===== config.mk =====
export PLATFORM = sky130hd
export DESIGN_NAME = m6809_bus_decoder
export DESIGN_NICKNAME = d
export VERILOG_FILES = /design/src/rtl/m6809_bus_pkg.sv /design/src/rtl/m6809_wait_counter.sv /design/src/rtl/m6809_bus_decoder.sv
export SDC_FILE = /design/constraint.sdc
export NUM_CORES = 1
export LEC_CHECK = 0
export ABC_AREA = 1
export CAP_MARGIN = 20
export CORE_ASPECT_RATIO = 0.7
export CORE_MARGIN = 2
export CORE_UTILIZATION = 39
export DETAILED_ROUTE_END_ITERATION = 7
export HOLD_SLACK_MARGIN = 0.15
export PLACE_DENSITY = 0.85
export RECOVER_POWER = 50
export SLEW_MARGIN = 10
export SYNTH_ARGS = -nofsm -noshare
export SYNTH_HDL_FRONTEND = slang
export SYNTH_HIERARCHICAL = 1
export SYNTH_SLANG_ARGS = --single-unit

===== constraint.sdc =====
create_clock -name clk -period 3.3 [get_ports clk]
set_clock_uncertainty 0.2 [all_clocks]
set_input_delay 0.495 -clock clk [delete_from_list [all_inputs] [get_ports clk]]
set_output_delay 0.495 -clock clk [all_outputs]
set_load 0.05 [all_outputs]

===== src/rtl/m6809_bus_pkg.sv =====
// Shared types and helpers for the 6809 memory-map decoder.
package m6809_bus_pkg;

  localparam int unsigned MAX_REGIONS = 8;
  localparam int unsigned MAX_ADDR_W  = 32;

  typedef logic [MAX_ADDR_W-1:0] addr_t;

  typedef enum logic [1:0] {
    ST_IDLE,
    ST_ACCESS,
    ST_RESP
  } bus_state_t;

  // Callers zero-extend narrower addresses into addr_t.
  function automatic logic region_match(input addr_t addr, input addr_t base, input addr_t mask);
    return (addr & mask) == (base & mask);
  endfunction

endpackage


===== src/rtl/m6809_wait_counter.sv =====
// Loadable down-counter with a zero flag; saturates at zero so the max load never wraps.
module m6809_wait_counter #(
  parameter int unsigned WS_W = 4
) (
  input  logic            clk,
  input  logic            reset,
  input  logic            load,
  input  logic [WS_W-1:0] load_val,
  input  logic            dec,
  output logic            zero
);

  logic [WS_W-1:0] cnt;

  always_ff @(posedge clk) begin
    if (reset) begin
      cnt <= '0;
    end else if (load) begin
      cnt <= load_val;
    end else if (dec && (cnt != '0)) begin
      cnt <= cnt - 1'b1;
    end
  end

  assign zero = (cnt == '0);

endmodule


===== src/rtl/m6809_bus_decoder.sv =====
// N-region memory-map decoder with per-region wait states and registered read return.
// Optional bus-error unit for unmapped accesses: define M6809_BUSERR_EN.
module m6809_bus_decoder
  import m6809_bus_pkg::*;
#(
  parameter int unsigned                     NUM_REGIONS   = 4,
  parameter int unsigned                     ADDR_W        = 16,
  parameter int unsigned                     DATA_W        = 8,
  parameter int unsigned                     WS_W          = 4,
  parameter logic [NUM_REGIONS*ADDR_W-1:0]   REGION_BASE   = {16'h8000, 16'h0000, 16'h0000, 16'h0000},
  parameter logic [NUM_REGIONS*ADDR_W-1:0]   REGION_MASK   = {16'h8000, 16'h8000, 16'h0000, 16'h0000},
  parameter logic [NUM_REGIONS*WS_W-1:0]     REGION_WAIT   = '0,
  parameter logic [DATA_W-1:0]               UNMAPPED_DATA = 8'hFF
) (
  input  logic                          clk,
  input  logic                          reset,
  input  logic                          cpu_valid,
  input  logic                          cpu_rw_n,
  input  logic [ADDR_W-1:0]             cpu_addr,
  input  logic [DATA_W-1:0]             cpu_wdata,
  output logic [DATA_W-1:0]             cpu_rdata,
  output logic                          cpu_ready,
  output logic [NUM_REGIONS-1:0]        dev_sel,
  output logic                          dev_we,
  output logic [ADDR_W-1:0]             dev_addr,
  output logic [DATA_W-1:0]             dev_wdata,
  input  logic [NUM_REGIONS*DATA_W-1:0] dev_rdata,
  input  logic                          fault_clr,
  output logic                          fault,
  output logic [ADDR_W-1:0]             fault_addr
);

  bus_state_t             state, state_nxt;
  logic [NUM_REGIONS-1:0] hit_oh, sel_q;
  logic [ADDR_W-1:0]      off_addr;
  logic [WS_W-1:0]        hit_wait;
  logic [DATA_W-1:0]      rd_mux;
  logic                   found, rw_n_q, accept, last, cnt_zero;

  // Priority decode: the first matching region wins.
  always_comb begin
    hit_oh   = '0;
    found    = 1'b0;
    off_addr = cpu_addr;
    hit_wait = '0;
    for (int unsigned i = 0; i < NUM_REGIONS; i++) begin
      if (!found && region_match(addr_t'(cpu_addr),
                                 addr_t'(REGION_BASE[i*ADDR_W +: ADDR_W]),
                                 addr_t'(REGION_MASK[i*ADDR_W +: ADDR_W]))) begin
        found     = 1'b1;
        hit_oh[i] = 1'b1;
        off_addr  = cpu_addr & ~REGION_MASK[i*ADDR_W +: ADDR_W];
        hit_wait  = REGION_WAIT[i*WS_W +: WS_W];
      end
    end
`ifndef M6809_BUSERR_EN
    if (!found) begin
      hit_oh[NUM_REGIONS-1] = 1'b1;
      off_addr = cpu_addr & ~REGION_MASK[(NUM_REGIONS-1)*ADDR_W +: ADDR_W];
      hit_wait = REGION_WAIT[(NUM_REGIONS-1)*WS_W +: WS_W];
    end
`endif
  end

  always_comb begin
    state_nxt = state;
    accept    = 1'b0;
    last      = 1'b0;
    case (state)
      ST_IDLE: begin
        if (cpu_valid) begin
          accept    = 1'b1;
          state_nxt = ST_ACCESS;
        end
      end
      ST_ACCESS: begin
        if (cnt_zero) begin
          last      = 1'b1;
          state_nxt = ST_RESP;
        end
      end
      ST_RESP:  state_nxt = ST_IDLE;
      default:  state_nxt = ST_IDLE;
    endcase
  end

  m6809_wait_counter #(.WS_W(WS_W)) u_wait (
    .clk      (clk),
    .reset    (reset),
    .load     (accept),
    .load_val (hit_wait),
    .dec      (state == ST_ACCESS),
    .zero     (cnt_zero)
  );

  always_comb begin
    rd_mux = '0;
    for (int unsigned i = 0; i < NUM_REGIONS; i++) begin
      if (sel_q[i]) rd_mux = rd_mux | dev_rdata[i*DATA_W +: DATA_W];
    end
    if (sel_q == '0) rd_mux = UNMAPPED_DATA;
  end

  always_ff @(posedge clk) begin
    if (reset) begin
      state     <= ST_IDLE;
      sel_q     <= '0;
      rw_n_q    <= 1'b1;
      dev_addr  <= '0;
      dev_wdata <= '0;
      cpu_rdata <= '0;
    end else begin
      state <= state_nxt;
      if (accept) begin
        sel_q     <= hit_oh;
        rw_n_q    <= cpu_rw_n;
        dev_addr  <= off_addr;
        dev_wdata <= cpu_wdata;
      end
      if (last && rw_n_q) cpu_rdata <= rd_mux;
    end
  end

  assign dev_sel   = (state == ST_ACCESS) ? sel_q : '0;
  // Gated by reset so an abandoned access never strobes in the reset cycle.
  assign dev_we    = last && !rw_n_q && (sel_q != '0) && !reset;
  assign cpu_ready = (state == ST_RESP);

`ifdef M6809_BUSERR_EN
  always_ff @(posedge clk) begin
    if (reset) begin
      fault      <= 1'b0;
      fault_addr <= '0;
    end else if (accept && !found) begin
      fault <= 1'b1;
      if (!fault || fault_clr) fault_addr <= cpu_addr;
    end else if (fault_clr) begin
      fault <= 1'b0;
    end
  end
`else
  logic unused_fault_clr;
  assign unused_fault_clr = fault_clr;
  assign fault            = 1'b0;
  assign fault_addr       = '0;
`endif

endmodule


# Yosys cells after proc, flatten, opt, wreduce, memory -nomap -nowiden
# Cells that the tools add are included.
[totals]
reg_bits = 40
input_bits = 61
elab_cells = 35
[op_classes]
n_addsub = 1
n_eq_ne = 4
muxes = 10
reduce_logical = 13
[op_table]
columns = ["operator", "count"]
rows = [
  ["$mux 8", 2],
  ["$logic_not 4->1", 2],
  ["$logic_and 1x1->1", 5],
  ["$mux 1", 5],
  ["$mux 2", 2],
  ["$ne 2x2->1 const B", 2],
  ["$pmux 2 s2", 1],
  ["$reduce_bool 4->1", 1],
  ["$sub 4x1->4 const B", 1],
  ["$eq 2x1->1 const B", 1],
  ["$eq 2x2->1 const B", 1],
  ["$logic_not 1->1", 2],
  ["$logic_not 2->1", 1],
  ["$reduce_and 2->1", 1],
  ["$reduce_or 2->1", 1],
]

# Logic depth before layout (Yosys ltp)
# Gate-level depths: netlist of run 1.
[depth]
word_depth = 6
depth_mapped = 10
ltp_nobuf = 9

# Modules after synthesis
# The synthesis of run 1 kept the hierarchy.
[modules_own_cells]
columns = ["mod", "instances", "cells_per_inst", "area_each_um2", "seq_area_each_um2"]
rows = [
  ["m6809_bus_decoder", 1, 206, 1529.0, 720.7],
  ["m6809_wait_counter", 1, 41, 274.0, 80.1],
]

# Least setup slack after synthesis of run 1
# OpenSTA, ideal clock, no wires.
[synth_timing]
path_type = "register -> output"
from = "register u_wait.cnt[0]"
to = "output dev_we"
arrival_ns = 1.941
required_time_ns = 2.605
path_slack_ns = 0.664
stages_incl_launch_ff = 7
n_path_buf = 0
path_cell_list = "dfxtp_1 inv_1 ha_1 nand3_2 inv_1 nand3_1 nor3_1"
[synth_via]
elab_chain_cells = 6
[synth_rtl]
columns = ["element", "line_no", "source"]
rows = [
  ["start, declared", "m6809_wait_counter.sv:13", "logic [WS_W-1:0] cnt;"],
  ["start signal, assigned", "m6809_wait_counter.sv:19", "cnt <= load_val;"],
  ["start signal, assigned", "m6809_wait_counter.sv:21", "cnt <= cnt - 1'b1;"],
  ["$logic_not 4->1", "m6809_wait_counter.sv:25", "assign zero = (cnt == '0);"],
  ["via cnt_zero", "m6809_bus_decoder.sv:38", "logic found, rw_n_q, accept, last, cnt_zero;"],
  ["$mux 1", "m6809_bus_decoder.sv:77", "if (cnt_zero) begin"],
  ["$mux 1", "m6809_bus_decoder.sv:69", "case (state)"],
  ["$logic_and 1x1->1 (3 in a row)", "m6809_bus_decoder.sv:126", "assign dev_we = last && !rw_n_q && (sel_q != '0) && !reset;"],
  ["end, declared", "m6809_bus_decoder.sv:24", "output logic dev_we,"],
]
# The timed path passes the listed nets, and every way through them passes these cells.

# Worst setup path after layout of run 1
# Same ends and word-level chain as after synthesis.

==> insert_results.sql, run 1 <==
INSERT INTO impl_metrics (metric_group, metric, value, unit) VALUES
('logic_synthesis', 'synth-seq-area-share', '44.4', '%'),
('logic_synthesis', 'synth_compound_gate_area_share', '9.16', '%'),
('clocking', 'clock_insertion_delay_worst_skew', '0.29', 'ns'),
('final_layout', 'antenna_cells', '0', ''),
('floorplan', 'floorplan.die.width', '85.3', 'um'),
('clocking', 'root_buffer', 'sky130_fd_sc_hd__clkbuf_8', ''),
('grt', 'maximum_number_of_pins_on_one_net_before_global_route_repair', '34', ''),
('min_path', 'holdCritPathClass', 'register to register', ''),
('power', 'pwr_dens', '565', 'mW/mm2'),
('placement', 'port-buffer-count', '70', ''),
('detailed_routing', 'vias_per_cell', '4.22', ''),
('grt', 'grt_antenna_before_repair', '0', ''),
('logic_synthesis', 'synth.largest_area_cell', 'sky130_fd_sc_hd__dfxtp_1', ''),
('logic_synthesis', 'synth.ff_latch_count', '40', ''),
('clocking', 'cts_setup_buffers', '0', ''),
('sta', 'timing.final.crit_period', '2.52', 'ns'),
('setup_path', 'rr_endpoint', 'cpu_rdata[7]$_SDFFE_PP0P_', ''),
('power', 'power.ir.vdd_worst', '0.000305', 'V'),
('setup_path', 'reg2regPathDepth', '7', ''),
('setup_path', 'type_of_origin_of_the_critical_path', 'register', ''),
('logic_synthesis', 'dominant_combinational_cell_family_by_area_after_synthesis', 'simple AND/OR/NAND/NOR gates', ''),
('logic_synthesis', 'synth.yosys.warnings', '6', ''),
('setup_path', 'worst_setup_path_startpoint', 'u_wait/cnt[0]$_SDFFE_PP0P_', ''),
('final_layout', 'flow.area_growth_from_synthesis', '41.8', '%'),
('power', 'total_power', '1450', 'uW'),
('detailed_routing', 'finalWirelength', '4.04', 'mm'),
('logic_synthesis', 'synthesis.area_per_instance', '7.30', 'um2'),
('sta', 'timing_max_transition_violations_final', '0', ''),
('logic_synthesis', 'synth_xor_area_share', '0.486', '%'),
('setup_path', 'worst_ep_required_time', '2.60', 'ns'),
('floorplan', 'row_count', '20', ''),
('job', 'max-cap-violations', '0', ''),
('setup_path', 'path_cells', 'inv_1 -> ha_1 -> nand3_1 -> inv_1 -> nand3_1 -> nor3_1 -> buf_12', ''),
('grt', 'first_global_vias', '1428', ''),
('floorplan', 'die-height', '60.9', 'um'),
('floorplan', 'design.portCount', '116', ''),
('detailed_routing', 'detailedRoute.firstIterationViolations', '74', ''),
('logic_synthesis', 'yosys.cell_types.count', '26', ''),
('detailed_routing', 'detail_route.first_pass.iterations', '4', ''),
('final_layout', 'finish.net_count', '381', ''),
('power', 'total_leakage_power', '0.00113', 'uW'),
('sta', 'fin_worst_hold_slack', '0.285', 'ns'),
('setup_path', 'critPathTopFamily', 'simple AND/OR/NAND/NOR gates', ''),
('setup_path', 'timing.critical_path.to_type', 'output pin', ''),
('floorplan', 'floorplan.die_area', '0.00519', 'mm2'),
('clocking', 'clock_tree_buffer_depth', '2', ''),
('clocking', 'cts_inserted_buffers', '5', ''),
('clocking', 'post_cts_resized', '0', ''),
('run_status', 'run_status', 'finished clean', ''),
('clocking', 'clock_sinks', '40', ''),
('detailed_routing', 'drcViolationCount', '0', ''),
('setup_path', 'r2r_setup_slack', '1.24', 'ns'),
('grt', 'globalRouteOverflowTotal', '0', ''),
('sta', 'final_hold_violations', '0', ''),
('setup_path', 'cp.arrival', '1.82', 'ns'),
('logic_synthesis', 'simple_logic_cell_fraction_of_the_synthesized_area', '29.1', '%'),
('setup_path', 'cp_num_buf_inv', '3', ''),
('logic_synthesis', 'async_flop_share', '0', '%'),
('min_path', 'hold_path_depth', '2', ''),
('logic_synthesis', 'dominantRegCellSynth', 'sky130_fd_sc_hd__dfxtp_1', ''),
('setup_path', 'crit_slowest_cell', 'sky130_fd_sc_hd__dfxtp_1', ''),
('detailed_routing', 'wire_per_inst', '10.8', 'um'),
('clocking', 'post_cts_hold_buffer_count', '0', ''),
('detailed_routing', 'via_count', '1584', ''),
('setup_path', 'crit_type', 'register to output pin', ''),
('final_layout', 'nFillCells', '419', ''),
('sta', 'setup_total_negative_slack', '0', 'ns'),
('sta', 'timing_worst_slew_pin_value', '0.592', 'ns'),
('clocking', 'worst_setup_hold_path_clk_slew', '0.08', 'ns'),
('clocking', 'cts_tree', 'done', ''),
('logic_synthesis', 'synth_mux_area_share', '0', '%');
-- state kept, by name (all words and copies together), names as in the netlist --
name / cells
sel_q: 1
rw_n_q: 1
dev_addr: 16
cpu_rdata: 8
state: 2
dev_wdata: 8
u_wait/cnt: 4
-- cells in the final DEF, fill, tap and decap left out, types with 5 or more instances in the layout --
cell type and count:
sky130_fd_sc_hd__clkbuf_8 5, sky130_fd_sc_hd__clkdlybuf4s50_1 68, sky130_fd_sc_hd__conb_1 24, sky130_fd_sc_hd__dfxtp_1 40, sky130_fd_sc_hd__inv_1 18, sky130_fd_sc_hd__nand2_1 27
sky130_fd_sc_hd__nand3_1 6, sky130_fd_sc_hd__nor2_1 72, sky130_fd_sc_hd__o21ai_0 25, sky130_fd_sc_hd__or2_2 8
-- worst max-delay path by stage --
| stage | cells past startpoint | slack [ns] | to |
|---|---|---|---|
| 2_1_floorplan | 6 | 0.66 | dev_we |
| 3_3_place_gp | 7 | 0.82 | u_wait/cnt[3]$_SDFFE_PP0P_ |
| 3_5_place_dp | 7 | 0.84 | u_wait/cnt[3]$_SDFFE_PP0P_ |
| 4_1_cts | 3 | 0.79 | dev_sel[0] |
| 5_1_grt | 7 | 0.68 | dev_we |
| 6_report | 7 | 0.78 | dev_we |
-- synthesized netlist by cell type, types with 2 or more instances --
library cell and n:
sky130_fd_sc_hd__nor2_1 72, sky130_fd_sc_hd__dfxtp_1 40, sky130_fd_sc_hd__nand2_1 27, sky130_fd_sc_hd__o21ai_0 25
sky130_fd_sc_hd__buf_4 22, sky130_fd_sc_hd__inv_1 17, sky130_fd_sc_hd__or2_2 8, sky130_fd_sc_hd__nand3_1 5
sky130_fd_sc_hd__buf_2 4, sky130_fd_sc_hd__inv_2 4, sky130_fd_sc_hd__a21oi_1 3, sky130_fd_sc_hd__clkbuf_1 3
sky130_fd_sc_hd__nand2_4 2, sky130_fd_sc_hd__nor3_1 2, sky130_fd_sc_hd__o21ai_1 2
-- metrics by stage --
stage          instances  area (um2)  setup slack, ns  util (%)
6_report             375        2560            0.780      58.0
5_1_grt              375        2560            0.680      58.0
4_1_cts              375        2570            0.791      58.3
3_5_place_dp         367        2480            0.838      56.3
3_3_place_gp         367        2480            0.824      56.3
2_1_floorplan        270        1890            0.664         -
-- power by group --
part | switching, uW | total, uW | internal (uW)
registers | 33.4 | 576 | 543
logic | 373 | 554 | 181
clock network | 168 | 315 | 147
total | 574 | 1450 | 871
-- cells by family (layout without fill, tap and decap cells) --
logic type	count (synthesis)	count (layout)
XOR/XNOR	1	1
AND/OR/NAND/NOR	120	120
adder cells (fa/ha/maj)	1	1
other	1	24
buffers and inverters	52	102
AO/OA/AOI/OAI	32	32
flip-flops	40	40
-- cell type report --
type	instances	share of cell area (%)
clock buffer	5	2.69
clock inverter	3	0.734
inverter	23	3.52
multi-input combinational	178	30.9
sequential	40	31.3
tap	55	2.69
timing repair buffer	71	28.1
-- per-layer routing --
layer | vias up | share of wire, % | track usage [%]
met4 | 0 | 1.3 | 6.35
met5 | - | 0 | 0
met1 | 679 | 45 | 18.7
li1 | 857 | - | -
met2 | 42 | 45 | 26.5
met3 | 6 | 8.0 | 7.07
-- worst register-to-register path: stages (launching register included) --
cell and delay, ns:
sky130_fd_sc_hd__dfxtp_1 0.32, sky130_fd_sc_hd__inv_1 0.10, sky130_fd_sc_hd__ha_1 0.20, sky130_fd_sc_hd__nand3_1 0.16, sky130_fd_sc_hd__inv_1 0.15, sky130_fd_sc_hd__nand4_1 0.50
sky130_fd_sc_hd__nor2_1 0.25, sky130_fd_sc_hd__nor2_1 0.07
Power figures use the tool's default switching activity.
==> run 2: changes to the inputs <==
CORE_UTILIZATION = 33   (was 39)
PLACE_DENSITY = 0.77   (was 0.85)
clock period = 2.1 ns   (was 3.3 ns; I/O delays follow)
==> insert_results.sql, run 2 (synthesized netlist as in run 1, its figures left out) <==
INSERT INTO impl_metrics (metric_group, metric, value, unit) VALUES
('clocking', 'root_buffer', 'sky130_fd_sc_hd__clkbuf_8', ''),
('detailed_routing', 'final_antenna_net_count', '0', ''),
('setup_path', 'path_cells', 'inv_2 -> ha_4 -> nand3_4 -> inv_2 -> nand3_1 -> nor3_2 -> clkbuf_16', ''),
('setup_path', 'critPathMostFrequentCell', 'sky130_fd_sc_hd__inv_2', ''),
('sta', 'setup_total_negative_slack', '0', 'ns'),
('detailed_routing', 'finalWirelength', '4.08', 'mm'),
('setup_path', 'cp.arrival', '1.49', 'ns'),
('detailed_routing', 'vias_per_cell', '4.13', ''),
('clocking', 'cts_inserted_buffers', '5', ''),
('final_layout', 'top_register', 'dev_addr', ''),
('clocking', 'htree_levels', '2', ''),
('final_layout', 'post-route-cell-area', '0.00268', 'mm2'),
('detailed_routing', 'drcViolationCount', '0', ''),
('floorplan', 'core_footprint', '0.00526', 'mm2'),
('grt', 'overall_global_routing_usage', '14.1', '%'),
('sta', 'fmaxAchievable', '500', 'MHz'),
('power', 'pwr_dens', '926', 'mW/mm2'),
('sta', 'final_hold_violations', '0', ''),
('sta', 'worst_slack', '0.0991', 'ns'),
('job', 'max-cap-violations', '0', ''),
('grt', 'maximum_number_of_pins_on_one_net_before_global_route_repair', '34', ''),
('final_layout', 'largest_register_ffs', '16', ''),
('setup_path', 'timing.critical_path.fanout_max', '3', ''),
('placement', 'postPlaceCellArea', '0.00254', 'mm2'),
('floorplan', 'floorplan.die_area', '0.00608', 'mm2'),
('grt', 'globalRouteOverflowTotal', '0', ''),
('run_status', 'run_status', 'finished clean', ''),
('sta', 'timing_worst_slew_pin_value', '0.614', 'ns'),
('clocking', 'cts_tree', 'done', ''),
('clocking', 'worst_setup_hold_path_clk_slew', '0.08', 'ns'),
('setup_path', 'crit_slowest_cell', 'sky130_fd_sc_hd__dfxtp_2', ''),
('placement', 'pre_cts_slack', '0.232', 'ns'),
('final_layout', 'final_common_cell', 'sky130_fd_sc_hd__nor2_1', ''),
('final_layout', 'layout_top_registers', 'dev_addr (16), cpu_rdata (8), dev_wdata (8)', ''),
('setup_path', 'cpPeakStageDelay', '0.33', 'ns'),
('final_layout', 'layout-drive-gt1-share', '12.3', '%'),
('sta', 'layout_worst_path_cycle_share', '95.3', '%'),
('grt', 'grt_first_pass_wirelength', '6.76', 'mm'),
('placement', 'port-buffer-count', '70', ''),
('grt', 'grt_antenna_before_repair', '0', ''),
('floorplan', 'design.portCount', '116', ''),
('clocking', 'post_cts_hold_buffer_count', '0', ''),
('detailed_routing', 'detailedRoute.firstIterationViolations', '52', ''),
('clocking', 'clock_tree_buffer_depth', '2', ''),
('power', 'power.ir.vdd_worst', '0.000469', 'V'),
('power', 'total_leakage_power', '0.00119', 'uW'),
('floorplan', 'floorplan.die.width', '92.3', 'um'),
('final_layout', 'final_cells', '398', ''),
('final_layout', 'antenna_cells', '0', ''),
('setup_path', 'crit_type', 'register to output pin', ''),
('final_layout', 'finish.net_count', '387', ''),
('clocking', 'clock_sinks', '40', ''),
('sta', 'setup_viol', '0', ''),
('floorplan', 'initial_core_util', '34.3', '%'),
('floorplan', 'die-height', '65.8', 'um'),
('detailed_routing', 'via_count', '1644', ''),
('placement', 'detailed_placement_hpwl', '2.95', 'mm'),
('detailed_routing', 'detail_route.first_pass.iterations', '4', ''),
('grt', 'first_global_vias', '1497', ''),
('placement', 'placedCellCount', '388', ''),
('sta', 'timing_max_transition_violations_final', '0', ''),
('final_layout', 'most-common-layout-cells', '72 x sky130_fd_sc_hd__nor2_1, 66 x sky130_fd_sc_hd__clkdlybuf4s50_1, 39 x sky130_fd_sc_hd__dfxtp_1, 27 x sky130_fd_sc_hd__o21ai_0, 27 x sky130_fd_sc_hd__nand2_1', ''),
('placement', 'place.gp.congestion', '0.771', ''),
('final_layout', 'nFillCells', '509', ''),
('sta', 'slew_headroom', '59.2', '%'),
('detailed_routing', 'wire_per_inst', '10.2', 'um'),
('clocking', 'clock_insertion_delay_worst_skew', '0.28', 'ns'),
('floorplan', 'row_count', '22', ''),
('setup_path', 'worst_ep_required_time', '1.58', 'ns'),
('min_path', 'holdCritPathClass', 'register to register', ''),
('final_layout', 'finish.utilization', '51.0', '%'),
('sta', 'timing.final.crit_period', '2.00', 'ns'),
('setup_path', 'timing.critical_path.to_type', 'output pin', ''),
('setup_path', 'type_of_origin_of_the_critical_path', 'register', ''),
('final_layout', 'flow.area_growth_from_synthesis', '48.9', '%');
-- run 2: path summary, 6_finish.rpt --
path	from	end	slack, ns	cells after the start
hold / removal	dev_addr[6]$_SDFFE_PP0P_	dev_addr[6]$_SDFFE_PP0P_	0.28	2
hold reg to reg	dev_addr[6]$_SDFFE_PP0P_	dev_addr[6]$_SDFFE_PP0P_	0.28	2
setup reg to reg	u_wait/cnt[0]$_SDFFE_PP0P_	cpu_rdata[7]$_SDFFE_PP0P_	0.38	8
setup / recovery	u_wait/cnt[0]$_SDFFE_PP0P_	dev_we	0.1	7
-- run 2: final cells by class --
type	instances	area, um2	area share (%)
inverters	23	90.1	3.36
clock buffers	6	82.6	3.08
well taps	72	90.1	3.36
flip-flops and latches	40	802	29.9
clock inverters	2	38.8	1.45
repair buffers	77	769	28.7
multi-input cells	178	811	30.2
-- run 2: report_power, final --
group | internal [uW] | leakage [uW] | switching (uW)
sequential | 853 | 0.000331 | 52.0
combinational | 321 | 0.000797 | 600
clock | 389 | 0.0000614 | 269
total | 1560 | 0.00119 | 921
-- run 2: stage by stage --
stage                     hold slack [ns]  total power [uW]
after floorplan                     0.177              1570
after global placement              0.261              1800
after detailed placement            0.272              1810
after CTS                           0.291              2500
after global routing                0.306              2630
final                               0.283              2480
-- run 2: worst max-delay path, delay by kind of cell (launching register included) --
family	cells	cell delay [ns]
AND/OR/NAND/NOR	3	0.36
buffers and inverters	3	0.35
flip-flops	1	0.33
adder cells (fa/ha/maj)	1	0.15
-- run 2: layer usage --
layer  GRT usage (%)  part of all wire, %  vias to the layer above
met5               0                    0                        -
met4            3.92                 0.93                        0
met3            5.93                  7.6                        4
met2            22.7                   44                       44
met1            17.5                   47                      725
li1                -                    -                      871
-- run 2: what timing repair did --
action                     in CTS  in global routing
setup endpoints to repair       1                  1
resized for setup               4                  4
pin swaps                       3                  1
setup buffers                   2                  0
hold endpoints to repair        0                  0
==> run 3: changes to the inputs <==
SLEW_MARGIN = 20   (was 10)
==> results of run 3 <==
Same layout as run 2: the final DEF is identical, and so are final timing and power.
